## config.mk

```make
export PLATFORM = sky130hd
export DESIGN_NAME = fetch_queue
export DESIGN_NICKNAME = d
export VERILOG_FILES = /design/src/rtl/fetch_queue.sv
export SDC_FILE = /design/constraint.sdc
export NUM_CORES = 1
export LEC_CHECK = 0
export ABC_AREA = 1
export CORE_ASPECT_RATIO = 1.5
export CORE_MARGIN = 1.5
export CORE_UTILIZATION = 35
export DETAILED_ROUTE_END_ITERATION = 12
export MAX_ROUTING_LAYER = met4
export PLACE_DENSITY_LB_ADDON = 0.2
export RECOVER_POWER = 50
export SLEW_MARGIN = 20
export SYNTH_ARGS = -nofsm -noshare
export SYNTH_HDL_FRONTEND = slang
export SYNTH_SLANG_ARGS = --single-unit
```

## constraint.sdc

```tcl
create_clock -name clk -period 14.8 [get_ports clk]
set_clock_uncertainty 0.05 [all_clocks]
set_input_delay 4.44 -clock clk [delete_from_list [all_inputs] [get_ports clk]]
set_output_delay 4.44 -clock clk [all_outputs]
set_load 0.01 [all_outputs]
```

## src/rtl/fetch_queue.sv

```systemverilog
`default_nettype none
// ============================================================================
// Module      : fetch_queue
// Description : Instruction fetch stage. Issues sequential word reads to
//               instruction memory under a FIFO credit limit, buffers the
//               returned words with their PC and presents the head entry to
//               decode over a valid/ready handshake. A flush redirects the PC
//               and discards all buffered and in-flight words.
//               Optional performance counters: define FETCH_PERF_CNT_EN.
// Revision    : 1.0 - initial release
// ============================================================================
module fetch_queue #(
  parameter int unsigned DEPTH    = 4,
  parameter logic [31:0] RESET_PC = 32'h0
) (
  input  logic        clk,
  input  logic        reset,
  output logic        imem_req,
  output logic [31:0] imem_addr,
  input  logic        imem_gnt,
  input  logic        imem_rvalid,
  input  logic [31:0] imem_rdata,
  input  logic        flush,
  input  logic [31:0] flush_pc,
  output logic        id_valid,
  input  logic        id_ready,
  output logic [31:0] id_instr,
  output logic [31:0] id_pc,
`ifdef FETCH_PERF_CNT_EN
  output logic [31:0] perf_stall_cnt,
  output logic [31:0] perf_fetch_cnt,
  output logic [15:0] perf_flush_cnt,
`endif
  output logic [5:0]  opCode,
  output logic [5:0]  funct
);

  localparam int unsigned        c_PTR_W   = $clog2(DEPTH);
  localparam int unsigned        c_CNT_W   = c_PTR_W + 1;
  localparam logic [c_PTR_W-1:0] c_PTR_ONE = 1;
  localparam logic [c_CNT_W-1:0] c_CNT_ONE = 1;
  localparam logic [c_CNT_W:0]   c_DEPTH_S = DEPTH[c_CNT_W:0];

  // Architectural state
  logic [31:0]        pc_q, pc_d;
  logic [31:0]        rsp_pc_q, rsp_pc_d;
  logic [c_CNT_W-1:0] count_q, count_d;
  logic [c_CNT_W-1:0] outst_q, outst_d;
  logic [c_CNT_W-1:0] drop_q, drop_d;
  logic [c_PTR_W-1:0] wr_ptr_q, wr_ptr_d;
  logic [c_PTR_W-1:0] rd_ptr_q, rd_ptr_d;

  // Entry storage; contents only matter while the entry is counted as valid
  logic [31:0] mem_instr_q [DEPTH];
  logic [31:0] mem_pc_q    [DEPTH];

  logic [c_CNT_W:0] w_credit_sum;
  logic             w_grant;
  logic             w_rsp;
  logic             w_rsp_drop;
  logic             w_push;
  logic             w_pop;
  logic [31:0]      w_flush_target;
  logic             w_unused_flush_lsbs;

  // Credit counts both buffered words and words still in flight, so every
  // granted read is guaranteed a FIFO slot when it returns.
  assign w_credit_sum = {1'b0, count_q} + {1'b0, outst_q};
  assign imem_req     = !reset && !flush && (w_credit_sum < c_DEPTH_S);
  assign imem_addr    = pc_q;
  assign w_grant      = imem_req && imem_gnt;

  // Responses retire pending drops first (they belong to older, flushed reads);
  // an rvalid with nothing pending is ignored.
  assign w_rsp_drop = imem_rvalid && (drop_q != '0);
  assign w_push     = imem_rvalid && (drop_q == '0) && (outst_q != '0);
  assign w_rsp      = w_rsp_drop || w_push;

  assign id_valid = (count_q != '0);
  assign w_pop    = id_valid && id_ready;

  assign w_flush_target      = {flush_pc[31:2], 2'b00};
  assign w_unused_flush_lsbs = ^flush_pc[1:0];

  // Next-state computation for PC, pointers and counters
  always_comb begin
    pc_d     = pc_q;
    rsp_pc_d = rsp_pc_q;
    count_d  = count_q;
    outst_d  = outst_q;
    drop_d   = drop_q;
    wr_ptr_d = wr_ptr_q;
    rd_ptr_d = rd_ptr_q;
    if (flush) begin
      // Everything in flight becomes a drop; a response landing this same
      // cycle is itself discarded and so already accounted for.
      pc_d     = w_flush_target;
      rsp_pc_d = w_flush_target;
      count_d  = '0;
      wr_ptr_d = '0;
      rd_ptr_d = '0;
      outst_d  = '0;
      drop_d   = drop_q + outst_q - {{c_PTR_W{1'b0}}, w_rsp};
    end else begin
      if (w_grant) begin
        pc_d = pc_q + 32'd4;
      end
      if (w_push) begin
        rsp_pc_d = rsp_pc_q + 32'd4;
        wr_ptr_d = wr_ptr_q + c_PTR_ONE;
      end
      if (w_pop) begin
        rd_ptr_d = rd_ptr_q + c_PTR_ONE;
      end
      if (w_rsp_drop) begin
        drop_d = drop_q - c_CNT_ONE;
      end
      count_d = count_q + {{c_PTR_W{1'b0}}, w_push} - {{c_PTR_W{1'b0}}, w_pop};
      outst_d = outst_q + {{c_PTR_W{1'b0}}, w_grant} - {{c_PTR_W{1'b0}}, w_push};
    end
  end

  // State registers with synchronous reset
  always_ff @(posedge clk) begin
    if (reset) begin
      pc_q     <= RESET_PC;
      rsp_pc_q <= RESET_PC;
      count_q  <= '0;
      outst_q  <= '0;
      drop_q   <= '0;
      wr_ptr_q <= '0;
      rd_ptr_q <= '0;
    end else begin
      pc_q     <= pc_d;
      rsp_pc_q <= rsp_pc_d;
      count_q  <= count_d;
      outst_q  <= outst_d;
      drop_q   <= drop_d;
      wr_ptr_q <= wr_ptr_d;
      rd_ptr_q <= rd_ptr_d;
    end
  end

  // Capture accepted response words together with their PC
  always_ff @(posedge clk) begin
    if (!reset && !flush && w_push) begin
      mem_instr_q[wr_ptr_q] <= imem_rdata;
      mem_pc_q[wr_ptr_q]    <= rsp_pc_q;
    end
  end

  // An empty queue presents all-zero instruction (a NOP to decode)
  assign id_instr = id_valid ? mem_instr_q[rd_ptr_q] : 32'h0;
  assign id_pc    = id_valid ? mem_pc_q[rd_ptr_q]    : 32'h0;
  assign opCode   = id_instr[31:26];
  assign funct    = id_instr[5:0];

`ifdef FETCH_PERF_CNT_EN
  logic [31:0] perf_stall_q;
  logic [31:0] perf_fetch_q;
  logic [15:0] perf_flush_q;

  // Saturating event counters: stalls, accepted pops, flush cycles
  always_ff @(posedge clk) begin
    if (reset) begin
      perf_stall_q <= '0;
      perf_fetch_q <= '0;
      perf_flush_q <= '0;
    end else begin
      if (id_valid && !id_ready && (perf_stall_q != '1)) begin
        perf_stall_q <= perf_stall_q + 32'd1;
      end
      if (w_pop && !flush && (perf_fetch_q != '1)) begin
        perf_fetch_q <= perf_fetch_q + 32'd1;
      end
      if (flush && (perf_flush_q != '1)) begin
        perf_flush_q <= perf_flush_q + 16'd1;
      end
    end
  end

  assign perf_stall_cnt = perf_stall_q;
  assign perf_fetch_cnt = perf_fetch_q;
  assign perf_flush_cnt = perf_flush_q;
`endif

  // A response with nothing in flight and nothing to drop is a memory protocol error
  a_no_orphan_rsp : assert property (@(posedge clk) disable iff (reset)
    !(imem_rvalid && (outst_q == '0) && (drop_q == '0)));

endmodule
`default_nettype wire

```

# Word-level counts from Yosys, hierarchy flattened
# Memories as Yosys holds them, arrays and structs flattened. A register that Yosys moved wholly into a read port is not among the register bits.
# Index checks and enable logic that the tools add are counted.
[word_totals]
regBits = 77
latch_bits = 0
ramBits = 256
romBits = 0
input_bits = 70
output_inout_bits = 110
elab_cells = 57
mem_count = 2
[classes]
addsub = 12
mul = 0
div = 0
magnitude_cmp = 1
eq_ne = 0
n_shift = 0
n_mux = 14
bitwise_logic = 0
n_reduce_logical = 19
[memory_table]
columns = ["name", "words", "width", "read_ports", "rd_clocked_by_memory_dff", "wr", "line_no", "source"]
rows = [
  ["mem_instr_q", 4, 32, 1, 1, 1, "54", "logic [31:0] mem_instr_q [DEPTH];"],
  ["mem_pc_q", 4, 32, 1, 1, 1, "55", "logic [31:0] mem_pc_q [DEPTH];"],
]
[ops]
columns = ["cell", "count"]
rows = [
  ["2-to-1 mux 32 bit", 6],
  ["adder 32 x 3 -> 32 bit (second input constant)", 2],
  ["nonzero test 3 bit", 3],
  ["subtractor 3 x 1 -> 3 bit", 3],
  ["logical AND 1 bit", 8],
  ["2-to-1 mux 2 bit", 4],
  ["adder 3 x 1 -> 3 bit", 2],
  ["2-to-1 mux 3 bit", 2],
  ["nonzero test 2 bit", 3],
  ["adder 2 x 1 -> 2 bit (second input constant)", 2],
  ["adder 3 x 3 -> 4 bit", 1],
  ["< comparator 4 x 3 -> 1 bit (second input constant)", 1],
  ["adder 3 bit", 1],
  ["logical NOT 3 bit", 1],
  ["subtractor 3 x 1 -> 3 bit (second input constant)", 1],
  ["logical NOT 1 bit", 2],
  ["2-to-1 mux 1 bit", 2],
  ["OR reduction 2 bit", 1],
  ["logical OR 1 bit", 1],
]

# Logic depth before layout (Yosys ltp)
# Gate-level depths: netlist (run 1).
[depth]
depth_word = 6
ltp_mapped = 16
ltp_nobuf = 14

# Worst setup path after synthesis (run 1)
# No wires, ideal clock.
[synth_timing]
path_type = "input-to-output"
from = "input port reset"
to = "output port imem_req"
arrival_time_ps = 5009
required_time_ps = 10310
path_slack_ps = 5301
stages = 4
n_path_buf = 1
path_cell_list = "buf_4 > nor2_4 > nand2_2 > nor2_1"
[synth_via]
elab_chain_len = 3
[synth_lines]
columns = ["element", "line_no", "source"]
rows = [
  ["from (decl)", "17", "input logic reset,"],
  ["logical NOT 1 bit", "69", "assign imem_req = !reset && !flush && (w_credit_sum < c_DEPTH_S);"],
  ["logical AND 1 bit (2 in a row)", "69", ""],
  ["to (decl)", "18", "output logic imem_req,"],
]
# No other way between the ends.

# Worst setup path in the final report (run 1)
# Same ends and word-level chain as after synthesis.

==> results of run 1 <==
worst max-delay path by stage:
stage                    end  slack, ns  startpoint  cells after the start
CTS                 imem_req       3.86       reset                      6
global route        imem_req       3.06       reset                      6
global placement    imem_req       3.86       reset                      6
detailed placement  imem_req       3.87       reset                      6
finish              imem_req       3.26       reset                      6
floorplan           imem_req       5.30       reset                      4
worst max-delay path, delay by kind of cell:
family                 cells  cell delay [ns]
buffers and inverters      3             1.38
and+or+nand+nor            3             1.22
registers in the layout (all words and copies together) (netlist names), named ones only:
signal and count:
outst_q 3, drop_q 3, rd_ptr_q 2, imem_addr 30, mem_pc_q 120, rsp_pc_q 30
wr_ptr_q 2, count_q 3, mem_instr_q 128
cell type report:
type                            instances  area share, %
Sequential cell                       323           49.8
Multi-Input combinational cell       1068           27.3
Timing Repair Buffer                  185           10.2
Clock buffer                           41           5.35
Tap cell                              558           3.88
Inverter                              115           2.41
Clock inverter                         20           1.09
kinds of logic after synthesis:
| kind of cell | after synthesis | share of synthesized area, % |
|---|---|---|
| other cells | 1 | 0.0255 |
| buf+inv | 201 | 5.83 |
| fa+ha+maj | 20 | 1.86 |
| compound gates | 289 | 10.0 |
| simple gates | 733 | 20.1 |
| xor+xnor | 22 | 1.31 |
| flops | 323 | 60.9 |
cells in the mapped netlist, drive strengths merged:
cell type,count,area (µm²)
nor2,368,1390
nand2,263,1000
edfxtp,248,7450
o21ai,168,841
inv,114,428
a21oi,107,536
nand3,86,435
dfxtp,75,1500
clkbuf,44,165
buf,42,260
ha,17,213
xor2,16,140
a31oi,8,50.1
nor3,7,62.6
xnor2,6,52.6
nand4,5,31.3
fa,3,60.1
o211ai,2,15.0
o21bai,2,15.0
or2,2,12.5
a221oi,1,8.76
and2,1,6.26
clkinv,1,3.75
conb,1,3.75
nor3b,1,7.51
o31ai,1,7.51
metal layers:
layer | GRT usage [%] | wire length, µm
met5 | - | 0
met4 | 6.19 | 992
met1 | 21.5 | 16300
met3 | 2.24 | 1510
met2 | 32.6 | 19400
placed cells by master (no fill, tap or decap), drive strengths merged:
cell type / count
a21oi: 107
a221oi: 1
a31oi: 8
and2: 1
buf: 12
bufinv: 3
clkbuf: 41
clkdlybuf4s50: 109
clkinv: 12
clkinvlp: 7
conb: 4
dfxtp: 75
dlygate4sd3: 64
edfxtp: 248
fa: 3
ha: 17
inv: 113
nand2: 263
nand3: 86
nand4: 5
nor2: 368
nor3: 7
nor3b: 1
o211ai: 2
o21ai: 168
o21bai: 2
o31ai: 1
or2: 2
xnor2: 6
xor2: 16
where the power goes:
part	switching, W	internal [W]	leakage [nW]
sequential	0.0000218	0.000988	2.87
clock	0.000350	0.000518	0.551
combinational	0.0000682	0.0000554	3.07
total	0.000440	0.00156	6.49
through the flow:
stage,instances,hold slack (ns)
after floorplan,1592,0.386
after global placement,2249,0.395
after detailed placement,2249,0.411
after CTS,2310,0.422
after global routing,2310,0.470
final,2310,0.423
==> flow_results.org, run 1 <==
** GRT
- The number of antenna violations at the first check in global routing came to 0.
- The via count of the first global-routing pass is 10800.
- Global-route congestion overflow total :: 0
- First-pass GRT wire length :: 59200 µm
- For this run, the total global-route usage over all layers was measured as 18.4%.
- Entering global routing, the biggest net connects 125 pins.

** STA
- Setup violations remaining at the end of the flow were counted as 0.
- For the pin with the worst max-slew slack, the measured transition is 1.27 ns.
- Highest Clock Rate :: 86.6 MHz
- The final hold violation count is 0.
- Setup repair after global routing left no endpoint under its margin.
- Number of slew-limit violations in the final report :: 0
- Fin crit share :: 78.0%
- In the post-route analysis, the smallest setup slack over all paths is 3.26 ns.
- Post-Route Setup TNS :: 0 ns
- Headroom to the max-slew limit :: 15.0%
- The worst path in the final design needs a cycle of 11.54 ns, including I/O delays and setup.

** Worst setup path
- At the worst endpoint, the arrival time is 7.05 ns.
- Cell chain of the critical path :: dlygate4sd3_1 > buf_4 > nor2_1 > nand2_2 > nor2_1 > clkdlybuf4s50_1
- The worst setup path is captured at an output port.
- Along the worst path, the maximum fanout reaches 42.
- At the worst endpoint, the required time is 10.31 ns.
- In this design, the stage delay of the slowest critical-path cell is 0.87 ns.
- Endpoint of the worst register-to-register path :: mem_instr_q[2][27]
- CP max-delay cell :: sky130_fd_sc_hd__nor2_1
- Internal reg-to-reg setup slack :: 10.49 ns
- Reg-to-Reg Start :: drop_q[0]
- Worst Setup Path Type :: in2out
- Counting stages on the worst path, the most repeated cell is sky130_fd_sc_hd__nor2_1.
- Measured in cells, the most critical reg-to-reg path has a length of 9.
- STA classifies the critical path startpoint as a primary input.

** Synthesis
- For this run, the number of Yosys warnings is 0.
- Area of the mapped netlist :: 14700 µm²
- Of the synthesized area, sequential elements account for 60.9%.
- After synthesis, the netlist uses 37 different library cells.
- Syn Inst Count :: 1589
- After synthesis the netlist holds a flip-flop and latch count of 323.
- In this run the mean area of a mapped cell was 9.25 µm².

** Power and ir drop
- Overall power after layout :: 0.00200 W
- For this design the static power due to leakage is 6.49 nW.
- IR analysis of the VDD net gives a maximum drop of 0.0540 mV.
- For this design the ratio of total power to cell area is 111 nW/µm².

** Placement
- After legalization and detailed placement, the total HPWL measured 23300 µm.
- Once placement finished, the instance area stood at 16800 µm².
- Setup WS pre-CTS :: 3.87 ns
- Port buffering added 173 buffers.
- Final GP Congestion :: 0.910

** Clock tree
- Number of hold buffers added after CTS :: 0
- CTS H-tree depth :: 2
- Clock-pin slew was measured on the worst setup and hold paths at 0.06 ns.
- Clock tree synthesis selected as its root buffer the cell sky130_fd_sc_hd__clkbuf_16.
- Clock tree synthesis inserted a total of 34 buffers.
- In this run, post-CTS repair resized a total of 0 instances.
- The clock drives 323 sinks.
- Maximum buffer depth of the clock tree :: 3
- The number of setup buffers added after CTS is 0.
- Clock latency on the worst-skew pair, taken at its later pin, is 0.52 ns.
- TritonCTS built the clock tree.

** Route
- DR WL/cell :: 16.5 µm
- After the first detailed-routing iteration, the DRC count stood at 659.
- The routed layout has 11200 vias.
- The count of nets left with antenna violations once routing finished came out at 0.
- Final wirelength :: 38200 µm
- Number of vias per cell :: 4.87
- Router iterations before antenna repair :: 5
- Count of unresolved DRC violations after routing :: 0

** Die
- Die width :: 170 µm
- The die is 254 µm tall.
- Std-Cell Core Area :: 41200 µm²
- After floorplanning, the core was divided into 91 placement rows.
- Ports placed on the boundary :: 180
- Starting Density :: 35.7%
- Die outline area :: 43200 µm²

** Finish
- Fill cell instance count of the final layout :: 3994
- ANT cells :: 0
- From synthesis to final layout, the design area changed by 22.3%.
- Net count, final :: 1817
- Ratio of cells with drive above 1 in the final layout :: 4.74%
- In the final layout, the multi-input gates occupy 4910 µm².
- After routing the design area is 18000 µm².
- FF/Latch Area :: 8950 µm²
- Share of the core filled with cells :: 43.6%

** Worst hold path
- Worst hold stages :: 2
- Hold Crit Start :: rd_ptr_q[1]
- The tightest min-delay check is of the reg2reg type.

** Status
- Outcome :: completed

** Job
- Count of maximum capacitance violations :: 0
No activity file was read; power rests on OpenSTA's default activity.
==> inputs of run 2 (changes only) <==
==> constraint.sdc (replaced) <==
create_clock -name clk -period 11.7 [get_ports clk]
set_clock_uncertainty 0.05 [all_clocks]
set_input_delay 3.51 -clock clk [delete_from_list [all_inputs] [get_ports clk]]
set_output_delay 3.51 -clock clk [all_outputs]
set_load 0.01 [all_outputs]
==> run 2 against run 1 <==
Compared with the run above:
- the run now ends with max-capacitance violations, max-slew violations left
- utilization fell by 0.15 points
- non-clock buffer count did not move
- clock power rose by 24%
- hold slack got worse by 0.0027 ns
- wire length rose by 0.70%
- first-iteration DRC count fell by 0.46%
- critical path type unchanged
==> flow_results.org, run 2 (synthesized netlist as in run 1, its figures left out) <==
** Status
- The flow ran to the end, but the final reports show violations.
- Violated checks :: max-capacitance violations, max-slew violations

** Finish
- Top reg by flops :: mem_instr_q
- Top flop regs :: mem_instr_q: 128 flops, mem_pc_q: 120 flops
- Compared with the post-synthesis result, the final layout area differs by 21.9%.
- The number of flip-flops under the largest register name is 128 (unchanged).
- Net count, final :: 1814 (-0.17%)
- Ratio of cells with drive above 1 in the final layout :: 4.29% (-0.45 points)
- Leaving out fill and tap cells, the most frequent cell in the layout is sky130_fd_sc_hd__nor2_1.
- ANT cells :: 0 (unchanged)
- Fill cell instance count of the final layout :: 4008 (+0.35%)
- In the layout the commonest cells are 365 x sky130_fd_sc_hd__nor2_1, 261 x sky130_fd_sc_hd__nand2_1, 248 x sky130_fd_sc_hd__edfxtp_1.
- The final cell count without fillers is 2306 (-0.17%).

** STA
- Headroom to the max-slew limit :: -98.3% (-110 points)
- Setup Viol. Count Final :: 0 (unchanged)
- Worst-margin pin slew :: 2.95 ns (+1.68 ns)
- Post-Route Setup TNS :: 0 ns (unchanged)
- The final hold violation count came to 0 (unchanged).
- Number of slew-limit violations in the final report :: 25 (+25)
- Setup repair after global routing left no endpoint under its margin.
- After layout, the worst path uses 83.0% of the clock period.
- Timing would allow up to 103 MHz.
- Min cycle time layout :: 9.71 ns

** Die
- Row Count :: 91 (unchanged)
- The horizontal die dimension was 170 µm (unchanged).
- Std-Cell Core Area :: 41200 µm² (unchanged)
- The count of pins on the block boundary came to 180 (unchanged).
- Starting Density :: 35.7% (unchanged)
- Die outline area :: 43200 µm² (unchanged)
- The die boundary height was 254 µm (unchanged).

** Clock tree
- Number of buffers created by CTS :: 31 (-8.8%)
- The tree is rooted in a sky130_fd_sc_hd__clkbuf_16.
- The clock input transition at the sequential cells of the worst setup and hold paths is 0.06 ns (about the same).
- The number of buffers on the longest clock path is 3 (unchanged).
- The insertion delay of the later-clocked pin in the worst-skew pair came to 0.56 ns (+0.04 ns).
- The post-CTS setup buffer count was 0 (unchanged).
- CTS H-tree depth :: 1 (-1)
- CTS sink cnt :: 323 (unchanged)
- Count of cells resized by post-cts repair :: 0 (unchanged)
- TritonCTS clock tree :: done
- Number of hold buffers added after CTS :: 0 (unchanged)

** Worst setup path
- Worst path top cell family by delay :: buffers and inverters
- WP buf/inv :: 3 (unchanged)
- Worst Path Required :: 8.14 ns (-2.17 ns)
- The worst setup path is of the in2out kind.
- The highest fanout seen on the critical path is 42 (unchanged).
- The worst setup path is captured at an output port.
- The cell depth of the worst flop-to-flop path came to 9 (unchanged).
- Critical path's most frequent cell :: sky130_fd_sc_hd__nor2_1
- Traced cell by cell, the critical path runs through dlygate4sd3_1 > buf_4 > nor2_1 > nand2_1 > nor2_1 > clkdlybuf4s50_1.
- The logic depth of the worst path, buffers included came to 6 (unchanged).
- Internal reg-to-reg setup slack :: 7.14 ns (-3.35 ns)
- The worst setup path is launched from a primary input.
- CP max-delay cell :: sky130_fd_sc_hd__nor2_1
- Delay contributed by the slowest stage of the critical path :: 0.88 ns (about the same)
- The data arrival at the endpoint of the critical path was 6.15 ns (-0.90 ns).

** Route
- Antenna violation net count after detailed routing :: 0 (unchanged)
- Via Count :: 11200 (-0.59%)
- Count of unresolved DRC violations after routing :: 0 (unchanged)
- Number of vias per cell :: 4.85 (-0.41%)
- The number of DRC markers in iteration 0 was 656 (-0.46%).
- The total detailed-routing wirelength was 38500 µm (+0.70%).
- The routed length per instance was 16.7 µm (+0.87%).
- The number of iterations in the first detailed-routing pass is 5 (unchanged).

** GRT
- Global-route congestion overflow total :: 0 (unchanged)
- Pin count of the biggest net entering global routing :: 103 (-18%)
- Number of antenna violations at the first check in global routing :: 0 (unchanged)
- The via count of the first global-routing pass is 10800 (+0.10%).
- First-pass GRT wire length :: 59500 µm (+0.49%)
- Global Route Usage Sum :: 18.4% (about the same)

** Placement
- DPL Wire Length :: 23400 µm (+0.40%)
- The number of buffers added on ports came to 173 (unchanged).
- Final GP Congestion :: 0.924 (+1.5%)
- Cell Count Post-Placement :: 2249 (unchanged)

** Power and ir drop
- Worst vdd rail ir drop :: 0.104 mV (+93%)
- The total leakage power is 6.46 nW (-0.32%).
- Cell area power density :: 140 nW/µm² (+26%)

** Worst hold path
- The min-delay analysis places its worst path in the category reg2reg.
- Worst hold stages :: 2 (unchanged)

** Job
- The number of max-cap violations is 1 (+1).
==> run 2: path summary, 6_finish.rpt <==
| check | startpoint | endpoint |
|---|---|---|
| max | reset | imem_req |
| min | rd_ptr_q[1] | flop |
| max reg2reg | outst_q[2] | imem_addr[12] |
| min reg2reg | rd_ptr_q[1] | flop |
==> run 2: cell type report <==
cell class / count / area [µm²] / area share, %
Clock buffer: 36 / 815 / 4.55
Clock inverter: 21 / 288 / 1.61
Inverter: 115 / 433 / 2.42
Multi-Input combinational cell: 1068 / 4900 / 27.4
Sequential cell: 323 / 8950 / 50.0
Tap cell: 558 / 698 / 3.90
Timing Repair Buffer: 185 / 1820 / 10.2
==> run 2: worst register-to-register path, delay by kind of cell, from the launching register on <==
family	cells	cell delay, ns
fa+ha+maj	1	0.26
simple gates	8	3.70
flops	1	0.42
==> run 2: per-stage QoR <==
stage | setup WS, ns | hold slack [ns] | instance area, µm² | power, W | util (%)
2_1_floorplan | 4.06 | 0.386 | 14700 | 0.00138 | -
3_3_place_gp | 2.62 | 0.397 | 16800 | 0.00146 | 40.9
3_5_place_dp | 2.62 | 0.411 | 16800 | 0.00146 | 40.9
4_1_cts | 2.62 | 0.422 | 17900 | 0.00254 | 43.5
5_1_grt | 1.78 | 0.463 | 17900 | 0.00260 | 43.5
6_report | 1.99 | 0.421 | 17900 | 0.00251 | 43.5
==> run 2: per-layer routing <==
metal | wire length [µm] | track usage (%) | vias up | share of wire (%)
li1 | - | - | 5563 | -
met1 | 16300 | 21.7 | 5279 | 42
met2 | 19600 | 32.6 | 269 | 51
met3 | 1490 | 1.85 | 63 | 3.9
met4 | 1090 | 6.40 | 0 | 2.8
met5 | 0 | - | - | 0
==> run 2: power by group <==
group / leakage, nW / total, W / internal (W) / switching, W
combinational: 3.06 / 0.000156 / 0.0000700 / 0.0000862
clock: 0.535 / 0.00108 / 0.000651 / 0.000425
sequential: 2.87 / 0.00128 / 0.00125 / 0.0000279
==> inputs of run 3 (changes only) <==
==> constraint.sdc (replaced) <==
create_clock -name clk -period 9.9 [get_ports clk]
set_clock_uncertainty 0.05 [all_clocks]
set_input_delay 2.97 -clock clk [delete_from_list [all_inputs] [get_ports clk]]
set_output_delay 2.97 -clock clk [all_outputs]
set_load 0.01 [all_outputs]
==> run 3 against run 2 <==
Compared with the run above:
- the run now ends clean
- largest power group unchanged
- design area up 0.15%
- setup slack worse by 0.70 ns
- sequential power up 18%
- critical path depth unchanged
- critical endpoint unchanged
- die area unchanged
- cell count up 0.22%
==> flow_results.org, run 3 (synthesized netlist as in run 1, its figures left out) <==
** Route
- Antenna violation net count after detailed routing :: 0 (unchanged)
- Final wirelength :: 38300 µm (-0.33%)
- Count of unresolved DRC violations after routing :: 0 (unchanged)
- Number of vias per cell :: 4.83 (-0.35%)
- DR WL/cell :: 16.6 µm (-0.55%)
- The number of iterations in the first detailed-routing pass is 7 (+2).
- Starting DRC count in detailed routing :: 617 (-5.9%)
- The via total after detailed routing is 11200 (-0.13%).

** Finish
- Ratio of cells with drive above 1 in the final layout :: 4.28% (-0.012 points)
- Final design area excluding fillers :: 17900 µm² (+0.15%)
- Relative to the synthesized area, the layout overhead comes to 22.1%.
- The utilization after layout came to 43.5% (+0.067 points).
- Max FFs per register :: 128 (unchanged)
- Top flop regs :: mem_instr_q: 128 flops, mem_pc_q: 120 flops
- Most common library cell in the layout ignoring fill and taps :: sky130_fd_sc_hd__nor2_1
- The top cell types in the final layout, fill and taps aside, are 365 x sky130_fd_sc_hd__nor2_1, 260 x sky130_fd_sc_hd__nand2_1, 248 x sky130_fd_sc_hd__edfxtp_1.
- ANT cells :: 0 (unchanged)
- The number of nets in the finished design was 1818 (+0.22%).
- Counting flops per register, the top entry is mem_instr_q.

** Power and ir drop
- Leakage :: 6.47 nW (+0.11%)
- Cell area power density :: 165 nW/µm² (+18%)
- Worst vdd rail ir drop :: 0.0871 mV (-16%)

** Clock tree
- Buffers inserted during post-CTS setup optimization :: 0 (unchanged)
- The tree is rooted in a sky130_fd_sc_hd__clkbuf_16.
- The number of buffers added to fix hold violations after cts came to 0 (unchanged).
- CTS H-tree depth :: 2 (+1)
- The number of buffers on the longest clock path came to 3 (unchanged).
- TritonCTS built the clock tree.
- Number of buffers created by CTS :: 34 (+9.7%)
- The number of resized instances in the post-cts repair step is 0 (unchanged).
- CTS sink cnt :: 323 (unchanged)
- The insertion delay of the later-clocked pin in the worst-skew pair came to 0.52 ns (-0.04 ns).
- The clock input transition at the sequential cells of the worst setup and hold paths was 0.06 ns (about the same).

** Worst setup path
- The data arrival at the endpoint of the critical path was 5.59 ns (-0.56 ns).
- The required time of the critical path is 6.88 ns (-1.26 ns).
- The worst setup path is launched from a primary input.
- Depth of the worst register-to-register path :: 9 (unchanged)
- Worst Setup Path Type :: in2out
- Maximum fanout count along the critical path :: 42 (unchanged)
- The worst setup path is captured at an output port.

** GRT
- The pin count of the biggest net entering global routing is 105 (+1.9%).
- The overall global routing resource usage came to 18.3% (-0.062 points).
- The via count of the first global-routing pass was 10800 (+0.018%).
- First-pass GRT wire length :: 59000 µm (-0.83%)
- The aggregate global routing overflow was 0 (unchanged).
- The number of antenna violations at the first check in global routing was 0 (unchanged).

** STA
- Setup repair after global routing left no endpoint under its margin.
- The count of final max-slew check failures came to 0 (-100%).
- The summed negative setup slack over all endpoints came to 0 ns (unchanged).
- The worst slew margin relative to its limit was 8.55% (+110 points).
- The worst path uses 86.9% of the clock period.
- Hold slack final :: 0.415 ns (-0.00540 ns)
- The final setup violation count is 0 (unchanged).
- Derived from the worst setup path, the maximum achievable clock frequency is 116 MHz.
- Worst-margin pin slew :: 1.37 ns (-1.58 ns)
- The routed design could run at a clock period as short as 8.61 ns.
- PnR worst setup slack :: 1.29 ns (-0.699 ns)
- Number of failing hold endpoints at the final stage :: 0 (unchanged)

** Status
- The run finished with clean final reports.

** Placement
- Setup WS pre-CTS :: 1.93 ns (-0.694 ns)
- Count of buffers from port buffering :: 173 (unchanged)
- The routability congestion estimate came to 0.943 (+2.1%).
- Post-detailed-placement cell area :: 16800 µm² (about the same)
- The estimated wirelength of the detail-placed design came to 23400 µm (-0.21%).

** Job
- The number of max-cap violations came to 0 (-1).

** Die
- The starting utilization of the core area is 35.7% (unchanged).
- Die Y :: 254 µm (unchanged)
- Die width :: 170 µm (unchanged)
- The full die area came to 43200 µm² (unchanged).
- Row Count :: 91 (unchanged)
- The count of pins on the block boundary came to 180 (unchanged).
- Std-Cell Core Area :: 41200 µm² (unchanged)

** Worst hold path
- The path class of the tightest hold or removal check is reg2reg.
- The worst hold path stage count came to 2 (unchanged).
==> run 3: worst max-delay path: stages <==
cell and delay, ns:
sky130_fd_sc_hd__dlygate4sd3_1 0.53, sky130_fd_sc_hd__buf_4 0.27, sky130_fd_sc_hd__nor2_1 0.87, sky130_fd_sc_hd__nand2_2 0.16, sky130_fd_sc_hd__nor2_1 0.19, sky130_fd_sc_hd__clkdlybuf4s50_1 0.56
==> run 3: final timing paths <==
path | start | end | slack (ns)
setup / recovery | reset | imem_req | 1.29
hold / removal | rd_ptr_q[1] | flop | 0.42
setup reg to reg | drop_q[0] | mem_instr_q[3][27] | 5.54
hold reg to reg | rd_ptr_q[1] | flop | 0.42
==> run 3: final cells by class <==
type	instances	area, µm²
Clock inverter	17	160
Sequential cell	323	8950
Clock buffer	44	952
Multi-Input combinational cell	1068	4920
Timing Repair Buffer	186	1830
Inverter	115	433
Fill cell	4024	23300
Tap cell	558	698
==> run 3: report_power, final <==
part / leakage (nW) / internal [W] / total (W) / switching (W)
Combinational: 3.07 / 0.0000827 / 0.000184 / 0.000102
Sequential: 2.87 / 0.00148 / 0.00151 / 0.0000326
Clock: 0.538 / 0.000758 / 0.00127 / 0.000510
Total: 6.47 / 0.00232 / 0.00296 / 0.000644
==> run 3: metrics by stage <==
stage               power, W  cells
floorplan            0.00163   1592
global placement     0.00173   2250
detailed placement   0.00173   2250
CTS                  0.00300   2311
global route         0.00308   2311
finish               0.00296   2311
==> run 3: per-layer routing <==
metal	GRT usage, %	wire [µm]
met1	20.8	15900
met2	32.8	19700
met3	2.49	1650
met4	6.78	1130
met5	-	0
